### config.mk
export PLATFORM = sky130hd
export DESIGN_NAME = mem_access_unit
export DESIGN_NICKNAME = d
export VERILOG_FILES = /design/src/rtl/mem_access_unit.sv
export SDC_FILE = /design/constraint.sdc
export NUM_CORES = 1
export LEC_CHECK = 0
export ABC_CLOCK_PERIOD_IN_PS = 1440
export BUFFER_PORTS_ARGS = -buffer_cell sky130_fd_sc_hd__buf_2
export CAP_MARGIN = 20
export CORE_UTILIZATION = 43
export CTS_BUF_LIST = sky130_fd_sc_hd__clkbuf_16
export DETAILED_ROUTE_END_ITERATION = 10
export PLACE_DENSITY = 0.77
export SYNTH_ARGS = -nofsm -noshare
export SYNTH_HDL_FRONTEND = slang
export SYNTH_SLANG_ARGS = --single-unit
### constraint.sdc
create_clock -name clk -period 1.44 [get_ports clk]
set_input_delay 0.144 -clock clk [delete_from_list [all_inputs] [get_ports clk]]
set_output_delay 0.144 -clock clk [all_outputs]
set_load 0.01 [all_outputs]
### src/rtl/mem_access_unit.sv
// MEM-stage data-memory access unit: issues word-aligned cache requests and extends load data.
// Optional MEM_MISALIGN_CHECK_EN suppresses misaligned halfword/word accesses and flags them.
module mem_access_unit (
    input  logic        clk,
    input  logic        reset,
    input  logic        ex_valid,
    input  logic        ex_mem_read,
    input  logic        ex_mem_write,
    input  logic [2:0]  ex_funct3,
    input  logic [31:0] ex_addr,
    input  logic [31:0] ex_wdata,
    input  logic        pipe_advance,
    output logic        dmem_read,
    output logic        dmem_write,
    output logic [31:0] dmem_address,
    output logic [31:0] dmem_wdata,
    output logic [3:0]  dmem_byte_enable,
    input  logic        dmem_resp,
    input  logic [31:0] dmem_rdata,
    output logic        mem_stall,
    output logic [31:0] mem_rdata,
    output logic        misalign
);

    typedef enum logic [1:0] {IDLE, BUSY, HOLD} state_t;

    state_t      state_q, state_d;
    logic        rd_q, rd_d, wr_q, wr_d, mis_q, mis_d;
    logic [31:0] addr_q, addr_d, wdata_q, wdata_d, rdata_q, rdata_d;
    logic [3:0]  be_q, be_d;
    logic [2:0]  f3_q, f3_d;
    logic [1:0]  off_q, off_d;

    logic        req, bad;
    logic [3:0]  be_n;
    logic [31:0] wd_n;

    function automatic logic [31:0] load_ext(input logic [2:0] f3,
                                             input logic [1:0] off,
                                             input logic [31:0] w);
        logic [7:0]  b;
        logic [15:0] h;
        b = 8'(w >> {off, 3'b000});
        h = 16'(w >> {off[1], 4'b0000});
        case (f3)
            3'b000:  load_ext = {{24{b[7]}}, b};
            3'b001:  load_ext = {{16{h[15]}}, h};
            3'b100:  load_ext = {24'd0, b};
            3'b101:  load_ext = {16'd0, h};
            default: load_ext = w;
        endcase
    endfunction

    assign req = ex_valid & (ex_mem_read | ex_mem_write);

    always_comb begin
        be_n = 4'b1111;
        wd_n = ex_wdata;
        unique case (ex_funct3[1:0])
            2'b00: begin
                be_n = 4'b0001 << ex_addr[1:0];
                wd_n = {4{ex_wdata[7:0]}};
            end
            2'b01: begin
                be_n = 4'b0011 << {ex_addr[1], 1'b0};
                wd_n = {2{ex_wdata[15:0]}};
            end
            default: begin
                be_n = 4'b1111;
                wd_n = ex_wdata;
            end
        endcase
`ifdef MEM_MISALIGN_CHECK_EN
        if (ex_funct3[1:0] == 2'b01)
            bad = ex_addr[0];
        else
            bad = (ex_funct3[1:0] != 2'b00) && (ex_addr[1:0] != 2'b00);
`else
        bad = 1'b0;
`endif
    end

    always_comb begin
        state_d   = state_q;
        rd_d      = rd_q;
        wr_d      = wr_q;
        mis_d     = mis_q;
        addr_d    = addr_q;
        wdata_d   = wdata_q;
        rdata_d   = rdata_q;
        be_d      = be_q;
        f3_d      = f3_q;
        off_d     = off_q;
        mem_stall = 1'b0;
        unique case (state_q)
            IDLE: begin
                if (req) begin
                    mem_stall = 1'b1;
                    addr_d    = {ex_addr[31:2], 2'b00};
                    off_d     = ex_addr[1:0];
                    f3_d      = ex_funct3;
                    wdata_d   = wd_n;
                    be_d      = ex_mem_write ? be_n : 4'b0000;
                    if (bad) begin
                        mis_d   = 1'b1;
                        rdata_d = 32'd0;
                        state_d = HOLD;
                    end else begin
                        // write wins when both kinds are flagged
                        wr_d    = ex_mem_write;
                        rd_d    = ~ex_mem_write;
                        state_d = BUSY;
                    end
                end
            end
            BUSY: begin
                mem_stall = 1'b1;
                if (dmem_resp) begin
                    if (rd_q)
                        rdata_d = load_ext(f3_q, off_q, dmem_rdata);
                    rd_d    = 1'b0;
                    wr_d    = 1'b0;
                    state_d = HOLD;
                end
            end
            HOLD: begin
                if (pipe_advance) begin
                    mis_d   = 1'b0;
                    state_d = IDLE;
                end
            end
            default: state_d = IDLE;
        endcase
    end

    always_ff @(posedge clk) begin
        if (reset) begin
            state_q <= IDLE;
            rd_q    <= 1'b0;
            wr_q    <= 1'b0;
            mis_q   <= 1'b0;
            addr_q  <= 32'd0;
            wdata_q <= 32'd0;
            rdata_q <= 32'd0;
            be_q    <= 4'd0;
            f3_q    <= 3'd0;
            off_q   <= 2'd0;
        end else begin
            state_q <= state_d;
            rd_q    <= rd_d;
            wr_q    <= wr_d;
            mis_q   <= mis_d;
            addr_q  <= addr_d;
            wdata_q <= wdata_d;
            rdata_q <= rdata_d;
            be_q    <= be_d;
            f3_q    <= f3_d;
            off_q   <= off_d;
        end
    end

    assign dmem_read        = rd_q;
    assign dmem_write       = wr_q;
    assign dmem_address     = addr_q;
    assign dmem_wdata       = wdata_q;
    assign dmem_byte_enable = be_q;
    assign mem_rdata        = rdata_q;
    assign misalign         = mis_q;

endmodule

Yosys cells after proc, flatten, opt, wreduce, memory -nomap -nowiden
Index checks and enable logic that the tools add are counted.
Widths: inputs -> output; s select.
- bitwise operators: 3
- reductions and logical operators: 8
- shifts and indexed selects: 4
- eq/ne operators: 9
- muxes and demuxes: 15
- operator list (kind ; number):
    $pmux 32 s4 ; 1
    $pmux 32 s2 ; 1
    $shr 32x5->16 ; 1
    $shr 32x5->8 ; 1
    $reduce_and 3->1 ; 3
    $pmux 4 s2 ; 1
    $eq 3x3->1 const B ; 2
    $mux 2 ; 3
    $ne 2x2->1 const B ; 3
    $pmux 1 s2 ; 3
    $pmux 2 s3 ; 1
    $eq 2x1->1 const B ; 2
    $logic_not 2->1 ; 2
    $mux 1 ; 4
    $mux 4 ; 1
    $shl 1x2->4 const A ; 1
    $shl 2x2->4 const A ; 1
    $eq 3x1->1 const B ; 1
    $logic_not 3->1 ; 1
    $eq 2x2->1 const B ; 1
    $reduce_and 2->1 ; 1
    $reduce_bool 2->1 ; 1
    $and 1x1->1 ; 1
    $not 1->1 ; 1
    $or 1x1->1 ; 1
- input bits: 106
- word-level logic and storage cells: 48
- register bits: 107

Longest topological paths before layout
Gate-level depths: netlist of the first run.
- depth after elaboration: 4
- mapped depth: 7
- depth with buffers taken out: 4

Worst setup path after synthesis of the first run
Ideal clock, no wire load.
- path kind: register to register
- start: register off_q[0]
- end: register rdata_q[19], in the netlist mem_rdata[19]
- clock period less this slack: 1594 ps
- required time: 1294 ps
- stages on the path, launching flop included: 7
- path slack: -154 ps
- path buffers: 2
- setup time: 146 ps
- data arrival time: 1448 ps
- path through: dfxtp_1 > clkbuf_2 > nor4_1 > a2111oi_2 > a31oi_2 > buf_4 > a211oi_2
- longest elaborated chain between the ends: 2
- ends and longest elaborated chain (item ; RTL line ; RTL):
    start: declaration ; 32 ; logic [1:0] off_q, off_d;
    start signal: assignment ; 147 ; off_q <= 2'd0;
    start signal: assignment ; 158 ; off_q <= off_d;
    $shr 32x5->8 ; 43 ; b = 8'(w >> {off, 3'b000});
    $pmux 32 s4 ; 45 ; case (f3)
    end signal: assignment ; 155 ; rdata_q <= rdata_d;
    end: declaration ; 29 ; logic [31:0] addr_q, addr_d, wdata_q, wdata_d, rdata_q, rdata_d;
No other way between the ends.
A chain may end at the register's enable or synchronous reset.

Worst setup path in the final report of the first run
- start: register f3_q[0]
- end: register rdata_q[18], in the netlist mem_rdata[18]
- longest elaborated chain between the ends: 2
- elaborated cells between the ends (all ways): 5
- ends and longest elaborated chain (item ; RTL line ; RTL):
    start: declaration ; 31 ; logic [2:0] f3_q, f3_d;
    start signal: assignment ; 146 ; f3_q <= 3'd0;
    start signal: assignment ; 157 ; f3_q <= f3_d;
    $eq 3x3->1, or another cell as far along ; 45 ;
    $pmux 32 s4 * ; 45 ;
Mark *: on every way between the ends. The rest lies on a longest branch, timed or not.

==> results of run 1 <==
critical path, stage by stage (launching register included):
cell and delay (ps):
dfxtp_2 340, buf_6 140, nor4_4 280, a2111oi_4 60
a31oi_2 250, buf_12 190, a211oi_1 80
final cells by class:
cell class | count | area, sq um | share of cell area (%)
clock buffers | 9 | 225 | 3.34
clock inverters | 7 | 101 | 1.50
inverters | 4 | 15.0 | 0.223
multi-input cells | 414 | 2520 | 37.4
flip-flops and latches | 107 | 2160 | 32.0
well taps | 140 | 175 | 2.60
repair buffers | 253 | 1550 | 23.0
worst min-delay path by stage:
stage	slack, ps	startpoint	cells past startpoint	end
floorplan	280	ex_funct3[2]	2	f3_q[2]
detailed placement	390	ex_addr[31]	3	dmem_address[31]
global route	20	ex_addr[16]	3	dmem_address[16]
finish	30	ex_addr[18]	3	dmem_address[18]
global placement	380	ex_addr[22]	3	dmem_address[22]
CTS	20	ex_addr[18]	3	dmem_address[18]
routing by layer:
metal,track usage (%),vias up,part of all wire (%)
met5,0,-,0
met4,12.6,0,3.3
met3,5.51,40,7.5
met2,44.1,251,49
met1,32.2,2405,41
li1,-,2431,-
flip-flops by register name, summed over array words and instances (netlist names):
signal            flops
off_q                 2
dmem_write            1
mem_rdata            32
dmem_wdata           32
f3_q                  3
dmem_byte_enable      4
dmem_address         30
dmem_read             1
state_q               2
logic make-up (layout without fill, tap and decap cells):
kind of cell	after synthesis	after routing	synth area share (%)
AO/OA/AOI/OAI	151	151	21.9
multiplexers	34	34	7.63
other	1	3	0.0785
flip-flops	107	107	44.9
AND/OR/NAND/NOR	225	226	20.3
buffers and inverters	56	273	5.24
metrics by stage:
step	cell area (sq um)	utilization (%)	setup slack, ps	power [W]	hold slack [ps]
final	6750	62.2	-29.1	0.00724	32.2
after global placement	6120	56.5	-120	0.00443	384
after detailed placement	6120	56.5	-192	0.00448	391
after global routing	6750	62.2	-91.1	0.00755	22.3
after CTS	6620	61.0	-19.6	0.00722	17.9
after floorplan	4810	-	-40.0	0.00393	280
where the power goes:
group / total, W / switching (W) / internal [W]
combinational: 0.00134 / 0.000733 / 0.000610
clock: 0.00268 / 0.00114 / 0.00154
sequential: 0.00322 / 0.0000969 / 0.00312
total: 0.00724 / 0.00197 / 0.00527
repair_timing:
action,CTS,global route
gates resized for setup,24,17
pin swaps,8,4
gates cloned,3,2
endpoints found under the setup margin,89,60
setup buffers,1,2
hold endpoints to repair,0,0
placed cells by master, fill, tap and decap left out, types with 8 or more instances in the layout:
master	n
dfxtp_1	100
a211oi_1	11
o211ai_1	8
buf_2	205
a21oi_1	58
mux2i_1	24
nand2_1	139
nor3b_1	8
a211oi_2	14
nor2_1	56
a22oi_1	9
o21ai_0	9
clkbuf_16	11
a311oi_1	14
buf_4	34
mux2_2	9
==> results_dict.tcl, run 1 <==
set metrics [dict create \
    synth-edff-count 0 \
    cts_buffer_depth 2 \
    fin_skew_ps 7.81 \
    finalCritPeriodShare_pct 102 \
    gp_congestion 0.911 \
    synth.largest_area_cell "dfxtp_1" \
    holdCritPathClass "input pin to flop" \
    start_util_pct 44.0 \
    grt_overflow_total 0 \
    placed_cells 910 \
    drv_cap 0 \
    place_hpwl_um 10800 \
    synth-seq-area-share_pct 44.9 \
    row_count 38 \
    yosys_warnings 0 \
    powerDensity_nw_per_um2 1070 \
    grt_pass1_wl_um 23900 \
    yosys-top-cells-area "dfxtp_1 45%, nand2_1 11%, a21oi_1 6.6%" \
    path_clk_slew_ps 70 \
    clock_latency_ps 340 \
    setup_tns_ps -277 \
    fin_cells 934 \
    clock_sinks 107 \
    worstPathMaxFanout 16 \
    vias_per_cell 5.49 \
    track_usage_pct 26.4 \
    startpoint_type "flop" \
    wl_per_cell_um 16.6 \
    async_reset_ff_share_pct 0 \
    synth_top_flop_cell "dfxtp_1" \
    p_leak_nw 2.97 \
    root_buffer "clkbuf_16" \
    cts_buffers 9 \
    synth_top_area_share_pct 44.9 \
    synthDistinctLibCells 44 \
    hold_viol 0 \
    die_x_um 107 \
    grt_start_max_net_pins 41 \
    antenna_found_initial 0 \
    num_vias 5127 \
    die_h_um 107 \
    htree_levels 3 \
    holdBufCountCts 0 \
    cp_data_arrival_time_ps 1680 \
    slew_viol_final 0 \
    startpoint "f3_q[0]" \
    post-synth-top-count-cell "nand2_1" \
    drc 0 \
    boundaryPins 210 \
    numPortBuffers 206 \
    syn_area_sq_um 4770 \
    fillers 969 \
    synthToLayoutAreaGrowth_pct 41.3 \
    nets 895 \
    setup_ws_ps -29.1 \
    fmax_mhz 681 \
    synth-seq-cells 107 \
    critPathCaptureType "flop" \
    violations "setup timing" \
    setup_viol 17 \
    r2r-end "mem_rdata[18]" \
    synthCells 574 \
    final_antenna_net_count 0 \
    path_class "flop to flop" \
    ir_worst_vdd_v 0.000784 \
    drt_iter0_drc 343 \
    endpoint "mem_rdata[18]" \
    drt-total-wl_um 15500 \
    reg2reg_depth 6 \
    insertedDiodeCount 0 \
    core_sq_um 10800 \
    r2r_start "f3_q[0]" \
    syn_avg_cell_area_sq_um 8.32 \
    first_pass_iters 5 \
    r2r_slack_ps -30 \
    cts_tree "built" \
    dieArea_sq_um 11500 \
    period_needed_ps 1470 \
    first_global_vias 4856 \
    drive_gt1_share_pct 40.3 \
    status "finished with violations" \
    cp.required_ps 1650 \
    rsz0062_at_grt "yes" \
    synth_commonest_cells "139 x nand2_1, 107 x dfxtp_1, 63 x a21oi_1" \
]
No activity file was read; power rests on OpenSTA's default activity.
==> run 2: changes to the inputs <==
==> constraint.sdc (replaced) <==
create_clock -name clk -period 1.44 [get_ports clk]
set_input_delay 0 -clock clk [delete_from_list [all_inputs] [get_ports clk]]
set_output_delay 0 -clock clk [all_outputs]
set_load 0.01 [all_outputs]
==> results_dict.tcl, run 2 (synthesized netlist as in run 1, its figures left out) <==
set metrics [dict create \
    setup_tns_ps -391 \
    worstPathMaxFanout 8 \
    drive_gt1_share_pct 38.7 \
    clock_latency_ps 350 \
    die_h_um 107 \
    grt_start_max_net_pins 77 \
    fmax_mhz 664 \
    first_global_vias 5288 \
    fin_cells 1023 \
    insertedDiodeCount 0 \
    startpoint_type "flop" \
    boundaryPins 210 \
    num_vias 5565 \
    mostFrequentLayoutCells "205 x buf_2, 139 x nand2_1, 101 x dfxtp_1, 77 x dlygate4sd3_1, 59 x a21oi_1" \
    fin_skew_ps 3.82 \
    drv_cap 0 \
    p_leak_nw 3.39 \
    cp_num_buf_inv 1 \
    cts_buffer_depth 2 \
    wl_per_cell_um 17.2 \
    cts_buffers 9 \
    crit_chain "nand2b_4 > buf_12 > mux2_2 > a22oi_1 > a311oi_2" \
    gp_congestion 0.984 \
    finalCritPeriodShare_pct 105 \
    track_usage_pct 29.6 \
    violations "setup timing" \
    internal-power_w 0.00558 \
    nets 984 \
    place_hpwl_um 10600 \
    path_clk_slew_ps 70 \
    drt-total-wl_um 17600 \
    ir_worst_vdd_v 0.000680 \
    holdCritPathClass "input pin to flop" \
    final_antenna_net_count 0 \
    crit_family "compound AO/OA/AOI/OAI gates" \
    period_needed_ps 1510 \
    hold_viol 0 \
    antenna_found_initial 0 \
    layout_commonest_cell "buf_2" \
    fin_util_pct 71.4 \
    critPathCaptureType "flop" \
    numPortBuffers 206 \
    drc 0 \
    htree_levels 3 \
    max_stage_delay_ps 350 \
    dieArea_sq_um 11500 \
    switching_share_pct 26.4 \
    combPwrFrac_pct 20.9 \
    grt_overflow_total 0 \
    cp_data_arrival_time_ps 1730 \
    grt_pass1_wl_um 26700 \
    slew_viol_final 0 \
    power.switching_w 0.00201 \
    fin_hold_ws_ps 13.4 \
    rsz0062_at_grt "yes" \
    first_pass_iters 5 \
    placed_cells 913 \
    cp.required_ps 1660 \
    status "finished with violations" \
    clock_sinks 107 \
    start_util_pct 44.0 \
    pwr-share-clk_pct 36.7 \
    powerDensity_nw_per_um2 981 \
    path_class "flop to flop" \
    r2r_slack_ps -70 \
    fillers 793 \
    setup_viol 19 \
    core_sq_um 10800 \
    die_x_um 107 \
    root_buffer "clkbuf_16" \
    p_seq_share_pct 42.4 \
    synthToLayoutAreaGrowth_pct 62.2 \
    setup_ws_ps -66.7 \
    cts_tree "built" \
    vias_per_cell 5.44 \
    drt_iter0_drc 424 \
    row_count 38 \
    power_w 0.00759 \
    crit_path_top_delay_cell "dfxtp_2" \
]
run 2: cell count changes in the layout (fill, tap and decap cells not counted), moves of 4 or more:
cell,delta
dlygate4sd3_1,+77
buf_4,+7
a2111oi_2,+5
a22oi_1,-4
a22oi_2,+4
run 2: per-stage QoR:
stage / setup slack, ps / cell area [sq um]
final: -66.7 / 7740
after global routing: -100 / 7740
after floorplan: -40.0 / 4810
after CTS: -84.4 / 7510
after global placement: -133 / 6190
after detailed placement: -216 / 6190
run 2: power groups by stage:
stage	clock (W)	sequential (W)	combinational, W
2_1_floorplan	0	0.00334	0.000596
3_3_place_gp	0	0.00326	0.00120
3_5_place_dp	0	0.00327	0.00124
4_1_cts	0.00281	0.00321	0.00147
5_1_grt	0.00294	0.00323	0.00170
6_report	0.00279	0.00322	0.00159
run 2: path summary, 6_finish.rpt:
| check | from | end | cells past startpoint |
|---|---|---|---|
| hold / removal | ex_wdata[18] | dmem_wdata[18] | 3 |
| hold reg to reg | dmem_address[6] | dmem_address[6] | 2 |
| setup reg to reg | f3_q[0] | mem_rdata[6] | 5 |
| setup / recovery | f3_q[0] | mem_rdata[6] | 5 |
run 2: per-layer routing:
layer	vias up	global-route usage (%)	routed length, um
met2	285	51.1	8620
met3	65	5.81	1280
met1	2601	34.6	6930
met4	0	15.5	739
li1	2614	-	-
met5	-	0	0
run 2: cell type report:
class | count | area [sq um] | area share [%]
Inverter | 4 | 15.0 | 0.194
Multi-Input combinational cell | 414 | 2600 | 33.6
Timing Repair Buffer | 342 | 2460 | 31.8
Tap cell | 140 | 175 | 2.26
Clock buffer | 9 | 225 | 2.91
Clock inverter | 7 | 110 | 1.42
Sequential cell | 107 | 2150 | 27.8
run 2: repair_timing:
item	4_1_cts	5_1_grt
resized for setup	25	34
buffers inserted	4	8
cloned	3	2
hold buffers	77	0
endpoints found under the setup margin	35	39
pin swaps	14	5
endpoints found under the hold margin	78	0
run 2: worst min-delay path, cell delays in order:
cell,delay (ps)
buf_2,100
mux2i_1,130
a211oi_1,80
